**src/rtl/dmem_access_unit.sv**
```systemverilog
// dmem_access_unit: turns CPU loads/stores into aligned byte-enabled memory request/ack transactions
module dmem_access_unit #(
  parameter int ADDR_W = 32
) (
  input  logic              clk,
  input  logic              rst,
  input  logic              cpu_re,
  input  logic              cpu_we,
  input  logic [2:0]        cpu_laddr,
  input  logic [1:0]        cpu_ssize,
  input  logic [ADDR_W-1:0] cpu_addr,
  input  logic [31:0]       cpu_wdata,
  output logic [31:0]       cpu_rdata,
  output logic              cpu_stall,
  output logic              cpu_misalign,
  output logic              mem_req,
  output logic              mem_we,
  output logic [ADDR_W-1:0] mem_addr,
  output logic [3:0]        mem_be,
  output logic [31:0]       mem_wdata,
  input  logic              mem_ack,
  input  logic [31:0]       mem_rdata
);
  localparam logic [1:0] IDLE = 2'd0;
  localparam logic [1:0] REQ  = 2'd1;
  localparam logic [1:0] DONE = 2'd2;
  logic [1:0]        state_q, state_d;
  logic              mem_req_q, mem_we_q;
  logic [ADDR_W-1:0] mem_addr_q;
  logic [3:0]        mem_be_q;
  logic [31:0]       mem_wdata_q, cpu_rdata_q;
  logic [2:0]        ltype_q;
  logic [1:0]        off_q;
  logic [2:0]        ltype;
  logic [1:0]        ssize, off;
  logic              is_st, is_ld, idle, mis, go, ack;
  logic [3:0]        be;
  logic [31:0]       wdata, ld_data;
  logic [7:0]        sel_b;
  logic [15:0]       sel_h;
  // Decode the CPU request: aliases fold to word size, a store overrides a simultaneous load
  always_comb begin
    off          = cpu_addr[1:0];
    ltype        = cpu_laddr > 3'd4 ? 3'd0 : cpu_laddr;
    ssize        = cpu_ssize == 2'd3 ? 2'd0 : cpu_ssize;
    is_st        = cpu_we;
    is_ld        = cpu_re & ~cpu_we;
    mis          = is_st ? (ssize == 2'd0 ? |off : ssize == 2'd2 ? off[0] : 1'b0)
                 : is_ld ? (ltype == 3'd0 ? |off : ltype >= 3'd3 ? off[0] : 1'b0) : 1'b0;
    idle         = state_q == IDLE && !rst;
    cpu_misalign = idle & mis;
    go           = idle & (is_st | is_ld) & ~mis;
    ack          = state_q == REQ && mem_ack;
    cpu_stall    = go | (state_q == REQ && !rst);
    be           = (!is_st || ssize == 2'd0) ? 4'hF : ssize == 2'd1 ? 4'b0001 << off : off[1] ? 4'hC : 4'h3;
    wdata        = ssize == 2'd1 ? {4{cpu_wdata[7:0]}} : ssize == 2'd2 ? {2{cpu_wdata[15:0]}} : cpu_wdata;
    sel_b        = mem_rdata[{off_q, 3'b000} +: 8];
    sel_h        = off_q[1] ? mem_rdata[31:16] : mem_rdata[15:0];
    ld_data      = ltype_q == 3'd1 ? {{24{sel_b[7]}}, sel_b}
                 : ltype_q == 3'd2 ? {24'b0, sel_b}
                 : ltype_q == 3'd3 ? {{16{sel_h[15]}}, sel_h}
                 : ltype_q == 3'd4 ? {16'b0, sel_h} : mem_rdata;
    state_d      = state_q == IDLE ? (go ? REQ : IDLE) : state_q == REQ ? (mem_ack ? DONE : REQ) : IDLE;
  end
  // Launch the memory request from IDLE, hold it stable until ack, then capture load data
  always_ff @(posedge clk) begin
    if (rst) begin
      state_q     <= IDLE;
      mem_req_q   <= 1'b0;
      mem_we_q    <= 1'b0;
      mem_addr_q  <= '0;
      mem_be_q    <= '0;
      mem_wdata_q <= '0;
      cpu_rdata_q <= '0;
      ltype_q     <= '0;
      off_q       <= '0;
    end else begin
      state_q <= state_d;
      if (go) begin
        mem_req_q   <= 1'b1;
        mem_we_q    <= is_st;
        mem_addr_q  <= {cpu_addr[ADDR_W-1:2], 2'b00};
        mem_be_q    <= be;
        mem_wdata_q <= wdata;
        ltype_q     <= ltype;
        off_q       <= off;
      end else if (ack) begin
        mem_req_q <= 1'b0;
        if (!mem_we_q) cpu_rdata_q <= ld_data;
      end
    end
  end
  assign cpu_rdata = cpu_rdata_q;
  assign mem_req   = mem_req_q;
  assign mem_we    = mem_we_q;
  assign mem_addr  = mem_addr_q;
  assign mem_be    = mem_be_q;
  assign mem_wdata = mem_wdata_q;
endmodule

```
**config.mk**
```make
export PLATFORM = sky130hd
export DESIGN_NAME = dmem_access_unit
export DESIGN_NICKNAME = d
export VERILOG_FILES = /design/src/rtl/dmem_access_unit.sv
export SDC_FILE = /design/constraint.sdc
export NUM_CORES = 1
export LEC_CHECK = 0
export ABC_AREA = 1
export CORE_ASPECT_RATIO = 0.6
export CORE_MARGIN = 5
export CORE_UTILIZATION = 40
export CTS_BUF_LIST = sky130_fd_sc_hd__clkbuf_4 sky130_fd_sc_hd__clkbuf_8 sky130_fd_sc_hd__clkbuf_16
export CTS_CLUSTER_DIAMETER = 50
export DETAILED_ROUTE_END_ITERATION = 7
export HOLD_SLACK_MARGIN = 0.1
export PLACE_DENSITY = 0.77
export SKIP_LAST_GASP = 1
export SYNTH_ARGS = -nofsm -noshare
export SYNTH_HDL_FRONTEND = slang
export SYNTH_SLANG_ARGS = --single-unit
```
**constraint.sdc**
```tcl
create_clock -name clk -period 1.8 [get_ports clk]
set_input_delay 0.36 -clock clk [delete_from_list [all_inputs] [get_ports clk]]
set_output_delay 0.36 -clock clk [all_outputs]
set_load 0.05 [all_outputs]
```
Yosys cells after proc, flatten, opt, wreduce, memory -nomap -nowiden:

Index checks and enable logic that the tools add are counted.

* flip-flop bits (word level): 107
* output and inout bits: 104
* input bits: 106
* word-level logic and storage cells: 67

* equal/unequal tests: 8
* shifts and indexed selects: 2
* muxes and demuxes: 24
* reduce and logical (&&, ||, !) cells: 12
* bitwise logic cells: 10
* magnitude comparators: 2

Operator list (number)
* $mux W32: 6
* $shiftx A32 B6 Y8: 1
* $mux W16: 1
* $mux W4: 3
* $mux W1: 9
* $mux W2: 4
* $eq A3 B2 Y1 const B: 2
* $and A1 B1 Y1: 4
* $eq A2 B1 Y1 const B: 2
* $eq A2 B2 Y1 const B: 2
* $logic_not A2 Y1: 2
* $not A1 Y1: 4
* $shl A1 B2 Y4 const A: 1
* $eq A3 B1 Y1 const B: 1
* $eq A3 B3 Y1 const B: 1
* $ge A3 B2 Y1 const B: 1
* $gt A3 B3 Y1 const B: 1
* $logic_and A1 B1 Y1: 3
* $logic_not A3 Y1: 1
* $mux W3: 1
* $reduce_and A3 Y1: 1
* $logic_not A1 Y1: 2
* $or A1 B1 Y1: 2
* $reduce_bool A2 Y1: 1
* other kinds (2): 2

Longest topological paths before layout:

Gate-level depths: netlist of the first run.

* depth after elaboration: 11
* depth in mapped cells: 12
* depth with buffers taken out: 11

Worst setup path before layout of the first run:

No wires, ideal clock.

* kind: input to output
* start point: input port cpu_ssize[0]
* end point: output port cpu_stall
* required time: 1.440 ns
* setup slack: -0.301 ns
* data arrival time: 1.741 ns
* stages on the path: 10
* path through: inv_1 > ha_1 > buf_2 > a21oi_1 > a22oi_2 > nand2_2 > nand2_4 > buf_6 > buf_6 > nand2_1

* word-level cells in the longest chain between the ends: 9
* elaborated cells on any way between the ends: 10
* classes of those cells: 2 x eq/ne; 4 x mux; 3 x bitwise; 1 x reduce/logical

Ends and longest elaborated chain
* start: declaration: RTL line 10 `input logic [1:0] cpu_ssize,`
* $eq A2 B2 Y1: RTL line 45 `ssize = cpu_ssize == 2'd3 ? 2'd0 : cpu_ssize;`
* $mux W2 (*): RTL line 45
* $eq A2 B2 Y1: RTL line 48 `mis = is_st ? (ssize == 2'd0 ? |off : ssize == 2'd2 ? off[0] : 1'b0)`
* $mux W1: RTL line 48
* $mux W1 (*) (2 in a row): RTL line 48
* $not A1 Y1 (*): RTL line 52 `go = idle & (is_st | is_ld) & ~mis;`
* $and A1 B1 Y1 (*): RTL line 52
* $or A1 B1 Y1 (*): RTL line 54 `cpu_stall = go | (state_q == REQ && !rst);`
* end: declaration: RTL line 14 `output logic cpu_stall,`

Every way passes the cells marked *; elsewhere a longest branch is shown, timed or not.

Worst setup path after layout of the first run:

* start point: register state_q[0]
* end point: output port cpu_stall

* word-level cells in the longest chain between the ends: 5
* elaborated cells on any way between the ends: 7
* classes of those cells: 1 x eq/ne; 3 x bitwise; 3 x reduce/logical

Ends and longest elaborated chain
* start: declaration: RTL line 27 `logic [1:0] state_q, state_d;`
* start signal: assignment: RTL line 78 `state_q <= state_d;`
* $logic_not A2 Y1: RTL line 50 `idle = state_q == IDLE && !rst;`
* $logic_and A1 B1 Y1: RTL line 50
* $and A1 B1 Y1 (2 in a row): RTL line 52
* $or A1 B1 Y1 (*): RTL line 54

Marked as above.

==> results of run 1 <==
## sequential cells by signal (all words and copies together), names as in the netlist
signal     cells
cpu_rdata     32
mem_wdata     32
mem_addr      30
mem_be         4
ltype_q        3
off_q          2
state_q        2
mem_req        1
mem_we         1
## per-layer routing
metal | share of wire | global-route usage | vias to the layer above
met5 | 0.0011 | 0 | -
met4 | 0.0076 | 0.03222 | 4
met3 | 0.11 | 0.08703 | 17
met2 | 0.39 | 0.3054 | 254
met1 | 0.49 | 0.3055 | 2598
li1 | - | - | 3106
## worst min path at each step
stage / to / cells after the start
CTS: mem_req / 2
detailed placement: mem_req / 2
global route: mem_be[1] / 3
global placement: mem_req / 2
finish: mem_be[2] / 3
floorplan: state_q[0] / 1
## synth_stat cells, drive strengths merged, types with 7 or more instances
cell / n / area [sq um]
nor2: 190 / 740.7
nand4: 24 / 150.1
a21oi: 55 / 294.0
buf: 38 / 285.3
o21ai: 97 / 485.5
nand3: 32 / 182.7
clkbuf: 20 / 76.32
o211ai: 7 / 52.55
inv: 91 / 341.6
dfxtp: 107 / 2142
mux2: 8 / 90.09
nand2: 174 / 693.2
## final cells by class
cell class              instances  area, sq um
diodes                          1        2.502
clock buffers                  10        232.7
repair buffers                254         2332
clock inverters                 5        63.81
fillers                      1320         5482
flip-flops and latches        107         2143
inverters                      93        349.1
well taps                     192        240.2
multi-input cells             593         2821
## what timing repair did
action | 4_1_cts | 5_1_grt
resized for setup | 29 | 14
hold buffers | 0 | 0
buffers inserted | 1 | 0
pin swaps | 3 | 5
endpoints found under the setup margin | 108 | 59
## cell families (layout without fill, tap and decap cells)
kind of cell	Yosys count	after routing
buffers and inverters	151	362
other	1	3
muxes	8	8
DFF	107	107
AOI/OAI and AO/OA	161	161
and+or+nand+nor	420	420
adders and majority gates	2	2
## per-stage QoR
stage	cells	TNS [ns]	instance area, sq um	hold WS [ns]	worst slack (ns)
after floorplan	851	0	5642	0.4755	0.01807
after global placement	1238	-40.76	7831	0.4586	-0.4444
after detailed placement	1238	-46.24	7831	0.4592	-0.4856
after CTS	1254	0	8159	0.4730	0.01499
after global routing	1255	0	8185	0.3981	0.006544
final	1255	0	8185	0.3902	0.07053
## critical path: cells and delay by family (launching register included)
kind | cells | cell delay (ns)
flops | 1 | 0.35
compound gates | 1 | 0.16
buf+inv | 1 | 0.13
simple gates | 4 | 0.38
## power by group through the flow
| stage | Sequential, mW | Clock (mW) | Combinational [mW] |
|---|---|---|---|
| final | 2.72 | 2.01 | 2.66 |
| after global routing | 2.75 | 2.17 | 2.88 |
| after CTS | 2.72 | 2.07 | 2.65 |
| after detailed placement | 2.77 | 0 | 2.63 |
| after global placement | 2.76 | 0 | 2.61 |
| after floorplan | 3.46 | 0 | 1.01 |
==> run summary, run 1 <==
Critical R2R Capture = mem_wdata[4]
CP startpoint = state_q[0]
Routed Antenna Nets = 0
R2r worst-path depth = 9
FFs w/ async S/R, synth = 0
Final setup viols = 0
Critical path capture point = cpu_stall
Most common cell after layout, fill and taps aside = nor2_1
Minimum clock period = 1.729 ns
Final Core Density = 0.5989
TritonCTS clock tree = built
Global route total overflow = 0
Final period util = 0.9608
Clock slew at reported path FFs = 0.07 ns
CP peak stage delay = 0.35 ns
Crit Path Class = reg2out
Area grow syn2layout = 46.45%
Final Hold Vio Count = 0
Core Rows = 33
Post-synth EDFFs = 0
Max Clock Skew = 0.005536 ns
VDD IR-drop max = 0.0005641 V
Yosys warnings = 0
First-pass GRT wire length = 28.28 mm
Post-synthesis mux area share = 0.01612
Cell breakdown of the critical path = nor2_2, nand2_2, a21oi_2, nand2_4, nand2_8, buf_12
Drt drc = 0
WL per Instance = 14.34 microns
Synth Instances = 850
Cell variety after synth = 30
Hold Crit Class = in2reg
Via count of the routed design = 5,979
Largest net degree at the start of global routing = 74
Fin. max-slew vios = 0
Cell Area, Synth = 5589 sq um
Comb pwr share = 0.360
Die footprint = 16,510 sq um
Net Sw Frac = 0.3684
Number of DRC markers in iteration 0 = 412
Net count, final = 1,166
DR vias/cell = 4.764
Crit end category = output pin
# Max-Cap Violations = 0
RSZ-0062 raised after global routing = false
First-pass DRT Iterations = 5
Internal = 4.668 mW
Reg-to-reg slack, setup = 0.14 ns
Maximum clock rate = 578.2 MHz
Most frequent cells in the layout = nor2_1 (183), nand2_1 (160), buf_4 (134)
GPL Wtd Cong = 0.8710
Critical Path RT = 1.44 ns
GRT Util Overall = 0.2127
Die H = 101.6 microns
Main combinational cell family by area after synthesis = simple AND/OR/NAND/NOR gates
Post-synth top flop = dfxtp_1
IO Count = 210
H-Tree Depth = 3
Initial Util = 0.4090
Skew-Pair Late Insertion Delay = 0.34 ns
Inserted Clock Buffers = 9
Share of layout cells above drive strength 1 = 0.2081
Vias in the first global route = 5,495
Buffers on Ports = 207
Power Dens Cells = 902.9 nW/um^2
Startpoint class of the critical path = flip-flop
Crit Path Max Fanout = 3
Syn_area_per_cell = 6.575 sq um
Die Width = 162.6 microns
Core area = 13,670 sq um
Compound-Gate Fraction of Synth Area = 0.1522
Cell leakage power = 3.845 nW
DRT Wirelength = 17.99 mm
CTS Sinks = 107
Post-synthesis simple-gate area fraction = 0.3161
Sw Pwr = 2.722 mW
Worst r2r src = state_q[0]
Master of the slowest instance on the critical path = dfxtp_1
Half-perimeter wire length after placement = 13.62 mm
CTS root buf = clkbuf_16
Arr. time, crit path = 1.37 ns
Status = finished, final reports clean
Clock share of power = 0.272
Flops & latches, synth = 107
Sequential area share after synthesis = 0.3833
Total power = 7.390 mW
Post-Synth Adder-Cell Area = 0.004477
CTS Buffer Depth = 2
Flop pwr share = 0.368
Hold Startpoint = rst
XOR/XNOR share of the synthesized area = 0
Initial antenna violation count = 3
No activity file was read; power rests on OpenSTA's default activity.
==> run 2, diff against run 1 <==
SKIP_CTS_REPAIR_TIMING = 1   (was unset)
==> run 2 against run 1 <==
  * Flip-flop and latch count unchanged
  * Clock skew about the same
  * Worst setup slack got worse by 0.066 ns
  * Global-route usage decreased by 0.13 points
  * Clock power about the same
  * Die area unchanged
  * First-iteration DRC count increased by 11%
  * Wire length about the same
  * Largest cell class unchanged
  * Largest power group unchanged
  * Count of clock-buffer cells in the layout unchanged
  * Combinational power about the same
  * Register-to-register slack got worse by 0.02 ns
==> run summary, run 2 (same netlist as run 1, synthesis figures left out) <==
Status = finished, final reports clean
Crit Path Max Fanout = 3 (unchanged)
Initial Util = 0.4090 (unchanged)
Minimum clock period = 1.795 ns (+0.06566 ns)
Share of layout cells above drive strength 1 = 0.2034 (-0.004708)
DRT Wirelength = 18.01 mm (about the same)
CTS Sinks = 107 (unchanged)
CTS Buffer Depth = 2 (unchanged)
DR vias/cell = 4.763 (about the same)
Total power = 7.394 mW (about the same)
Routed Antenna Nets = 0 (unchanged)
Fin. max-slew vios = 0 (unchanged)
Die Width = 162.6 microns (unchanged)
Via count of the routed design = 5,977 (-0.033%)
Startpoint class of the critical path = input port
Cell leakage power = 3.888 nW (+1.1%)
Final setup viols = 0 (unchanged)
Die H = 101.6 microns (unchanged)
Initial antenna violation count = 3 (unchanged)
Critical Path RT = 1.44 ns (about the same)
Largest net degree at the start of global routing = 74 (unchanged)
Hold Crit Class = in2reg
Maximum clock rate = 557.1 MHz (-3.7%)
Hold Slack = 0.4143 ns (+0.02407 ns)
CTS root buf = clkbuf_16
Half-perimeter wire length after placement = 13.62 mm (unchanged)
Most frequent cells in the layout = nor2_1 (184), nand2_1 (161), buf_4 (134)
Number of DRC markers in iteration 0 = 459 (+11%)
Net count, final = 1,166 (unchanged)
Skew-Pair Late Insertion Delay = 0.34 ns (about the same)
Global route total overflow = 0 (unchanged)
Die footprint = 16,510 sq um (unchanged)
Crit end category = output pin
VDD IR-drop max = 0.0005631 V (-0.19%)
First-pass GRT wire length = 28.13 mm (-0.51%)
Clock slew at reported path FFs = 0.07 ns (about the same)
Area grow syn2layout = 46.74%
Max Clock Skew = 0.005320 ns (-0.0002164 ns)
Core area = 13,670 sq um (unchanged)
First-pass DRT Iterations = 5 (unchanged)
Final Hold Vio Count = 0 (unchanged)
Core Rows = 33 (unchanged)
IO Count = 210 (unchanged)
Power Dens Cells = 901.5 nW/um^2 (-0.15%)
Vias in the first global route = 5,466 (-0.53%)
WL per Instance = 14.35 microns (about the same)
GPL Wtd Cong = 0.8710 (unchanged)
H-Tree Depth = 3 (unchanged)
Final period util = 0.9973 (+0.03648)
# Max-Cap Violations = 0 (unchanged)
Crit Path Class = in2out
Arr. time, crit path = 1.44 ns (+0.07 ns)
Buffers on Ports = 207 (unchanged)
RSZ-0062 raised after global routing = true
Inserted Clock Buffers = 9 (unchanged)
Drt drc = 0 (unchanged)
Most common cell after layout, fill and taps aside = nor2_1
GRT Util Overall = 0.2114 (-0.001301)
TritonCTS clock tree = built
==> run 2: stage by stage <==
stage | cells | setup WS [ns] | TNS, ns | instance area, sq um | utilization
final | 1255 | 0.004865 | 0 | 8202 | 0.6001
after global placement | 1238 | -0.4444 | -40.76 | 7831 | 0.5730
after floorplan | 851 | 0.01807 | 0 | 5642 | -
after detailed placement | 1238 | -0.4856 | -46.24 | 7831 | 0.5730
after global routing | 1255 | -0.05053 | -0.08655 | 8202 | 0.6001
after CTS | 1253 | -0.4263 | -7.333 | 8128 | 0.5947
==> run 2: final timing paths <==
| kind | startpoint | cells after the start | to | slack (ns) |
|---|---|---|---|---|
| worst max-delay path | rst | 7 | cpu_stall | 0.005 |
| worst min-delay path | cpu_we | 3 | mem_we | 0.41 |
| worst max register to register | state_q[0] | 9 | mem_wdata[4] | 0.12 |
| worst min register to register | mem_req | 2 | mem_req | 0.47 |
==> run 2: worst max-delay path, stage by stage <==
cell	delay (ns)
clkdlybuf4s50_1	0.43
inv_2	0.10
nand2_2	0.10
a21oi_4	0.15
nand2_4	0.09
nand2_8	0.07
buf_12	0.13
==> run 2: metal layers <==
metal | track usage | routed length [microns] | up-vias
met5 | 0 | 19 | -
met3 | 0.08703 | 2022 | 14
met1 | 0.3045 | 8837 | 2604
met4 | 0.03222 | 109 | 4
li1 | - | - | 3105
met2 | 0.3019 | 7016 | 250
==> run 2: final cells by class <==
cell class | instances | area, sq um
fillers | 1316 | 5465
multi-input cells | 593 | 2814
repair buffers | 254 | 2356
flip-flops and latches | 107 | 2143
inverters | 93 | 349.1
well taps | 192 | 240.2
clock buffers | 10 | 232.7
clock inverters | 5 | 63.81
diodes | 1 | 2.502
==> run 2: power by group <==
part / total, mW / leakage, nW / internal (mW) / switching [mW]
clock network: 2.02 / 0.136 / 1.10 / 0.917
logic: 2.66 / 2.87 / 0.985 / 1.67
registers: 2.72 / 0.877 / 2.59 / 0.133
total: 7.39 / 3.89 / 4.67 / 2.72
==> run 3, diff against run 2 <==
CTS_BUF_LIST = unset   (was sky130_fd_sc_hd__clkbuf_4 sky130_fd_sc_hd__clkbuf_8 sky130_fd_sc_hd__clkbuf_16)
SETUP_SLACK_MARGIN = 0.05   (was unset)
==> run 3 against run 2 <==
  * Sequential power about the same
  * Hold slack worse by 0.0064 ns
  * Maximum frequency up 2.8%
  * Register-to-register slack better by 0.06 ns
  * Combinational power about the same
  * Clock power down 3%
  * Power down 0.97%
  * Cell area down 0.27%
  * Die area unchanged
  * Largest power group unchanged
==> run summary, run 3 (same netlist as run 1, synthesis figures left out) <==
GRT Util Overall = 0.2087 (-0.002773)
Buffers on Ports = 207 (unchanged)
Most frequent cells in the layout = nor2_1 (184), nand2_1 (160), buf_4 (138)
Half-perimeter wire length after placement = 13.51 mm (-0.78%)
Initial Util = 0.4090 (unchanged)
Minimum clock period = 1.746 ns (-0.04910 ns)
Share of layout cells above drive strength 1 = 0.2051 (+0.001690)
Clock slew at reported path FFs = 0.08 ns (about the same)
Net count, final = 1,166 (unchanged)
Internal = 4.585 mW (-1.8%)
RSZ-0062 raised after global routing = true
CTS Buffer Depth = 2 (unchanged)
Inserted Clock Buffers = 9 (unchanged)
Worst Hold Depth = 3 (unchanged)
CTS root buf = clkbuf_16
Hold Crit Class = in2reg
Critical R2R Capture = cpu_rdata[22]
Core Rows = 33 (unchanged)
Drt drc = 0 (unchanged)
Max Clock Skew = 0.008672 ns (+0.003353 ns)
TNS Setup = 0 ns (unchanged)
GPL Wtd Cong = 0.9028 (+3.7%)
Global route total overflow = 0 (unchanged)
Die H = 101.6 microns (unchanged)
Layout fillers = 1,296 (-1.5%)
Arr. time, crit path = 1.39 ns (-0.05 ns)
Final Hold Vio Count = 0 (unchanged)
Final setup viols = 0 (unchanged)
Startpoint class of the critical path = flip-flop
Routed Antenna Nets = 0 (unchanged)
Area grow syn2layout = 46.34%
Worst r2r src = off_q[1]
Hold Startpoint = rst
Crit end category = output pin
Crit Path Class = reg2out
Fin. max-slew vios = 0 (unchanged)
First-pass GRT wire length = 27.85 mm (-1.0%)
Placement Cell Area = 7771 sq um (-0.77%)
TritonCTS clock tree = built
Clock share of power = 0.268 (-0.005)
Power Dens Cells = 895.2 nW/um^2 (-0.70%)
Skew-Pair Late Insertion Delay = 0.34 ns (about the same)
Finished Cell Area = 8179 sq um (-0.27%)
Sw Pwr = 2.737 mW (+0.47%)
H-Tree Depth = 3 (unchanged)
Status = finished, final reports clean
Cell leakage power = 3.892 nW (+0.11%)
Most common cell after layout, fill and taps aside = nor2_1
Vias in the first global route = 5,460 (-0.11%)
Reg-to-reg slack, setup = 0.18 ns (+0.06 ns)
DR vias/cell = 4.726 (-0.76%)
Number of DRC markers in iteration 0 = 436 (-5.0%)
IO Count = 210 (unchanged)
Die Width = 162.6 microns (unchanged)
Core area = 13,670 sq um (unchanged)
Min-Delay Endpoint = mem_be[1]
VDD IR-drop max = 0.0005842 V (+3.8%)
Final period util = 0.9700 (-0.02728)
Net Sw Frac = 0.3738 (+0.005391)
# Max-Cap Violations = 0 (unchanged)
Maximum clock rate = 572.7 MHz (+2.8%)
WL per Instance = 14.22 microns (-0.85%)
CTS Sinks = 107 (unchanged)
Largest net degree at the start of global routing = 59 (-20%)
First-pass DRT Iterations = 5 (unchanged)
DRT Wirelength = 17.88 mm (-0.69%)
Critical Path RT = 1.44 ns (about the same)
Flop pwr share = 0.370 (+0.002)
Hold Slack = 0.4079 ns (-0.006407 ns)
R2r worst-path depth = 10 (+1)
Crit Path Max Fanout = 4 (+1)
Initial antenna violation count = 2 (-1)
Die footprint = 16,510 sq um (unchanged)
Via count of the routed design = 5,941 (-0.60%)
Comb pwr share = 0.361 (about the same)
[run 3: changes by cell type in the layout (fill, tap and decap cells not counted), sizes merged]
cell / delta
buf: +2
bufinv: -1
clkbuf: -1
clkdlybuf4s50: -1
clkinv: +3
clkinvlp: -2
diode: +1
dlymetal6s2s: +1
[run 3: layout make-up]
class | count | area, sq um | area share
Inverter | 93 | 349.1 | 0.04268
Timing Repair Buffer | 254 | 2312 | 0.2827
Multi-Input combinational cell | 593 | 2833 | 0.3463
Antenna cell | 2 | 5.005 | 0.0006119
Clock buffer | 11 | 252.7 | 0.03090
Sequential cell | 107 | 2142 | 0.2619
Clock inverter | 5 | 45.04 | 0.005507
Tap cell | 192 | 240.2 | 0.02937
[run 3: critical path: stages, from the launching register on]
cell	delay [ns]
dfxtp_1	0.33
nor2_1	0.13
nand2_2	0.10
a21oi_4	0.18
nand2_8	0.10
nand2_8	0.07
buf_12	0.13
[run 3: worst max path at each step]
stage,slack (ns),endpoint,start,cells past startpoint
floorplan,0.05,cpu_stall,cpu_ssize[0],9
global placement,-0.45,cpu_rdata[5],cpu_ssize[0],11
detailed placement,-0.46,cpu_rdata[23],cpu_ssize[0],11
CTS,-0.45,cpu_stall,cpu_ssize[0],9
global route,-0.03,cpu_stall,state_q[0],6
finish,0.05,cpu_stall,state_q[0],6
[run 3: layer usage]
metal / vias up / global-route usage / part of all wire
met3: 17 / 0.08052 / 0.11
met5: - / 0 / 0
met1: 2592 / 0.3056 / 0.49
met2: 234 / 0.2910 / 0.39
met4: 0 / 0.04124 / 0.011
li1: 3098 / - / -
[run 3: power groups by stage]
stage          logic (mW)  registers [mW]  clock network [mW]
2_1_floorplan        1.01            3.46                   0
3_3_place_gp         2.59            2.76                   0
3_5_place_dp         2.61            2.77                   0
4_1_cts              2.61            2.71                2.03
5_1_grt              2.86            2.74                2.11
6_report             2.65            2.71                1.96
[run 3: through the flow]
stage                     setup WS [ns]  cells  power (mW)  utilization
after floorplan                 0.04965    851       4.467            -
final                           0.05397   1257       7.322       0.5985
after global routing           -0.02894   1257       7.715       0.5985
after global placement          -0.4464   1236       5.350       0.5686
after CTS                       -0.4535   1252       7.358       0.5904
after detailed placement        -0.4621   1236       5.374       0.5686
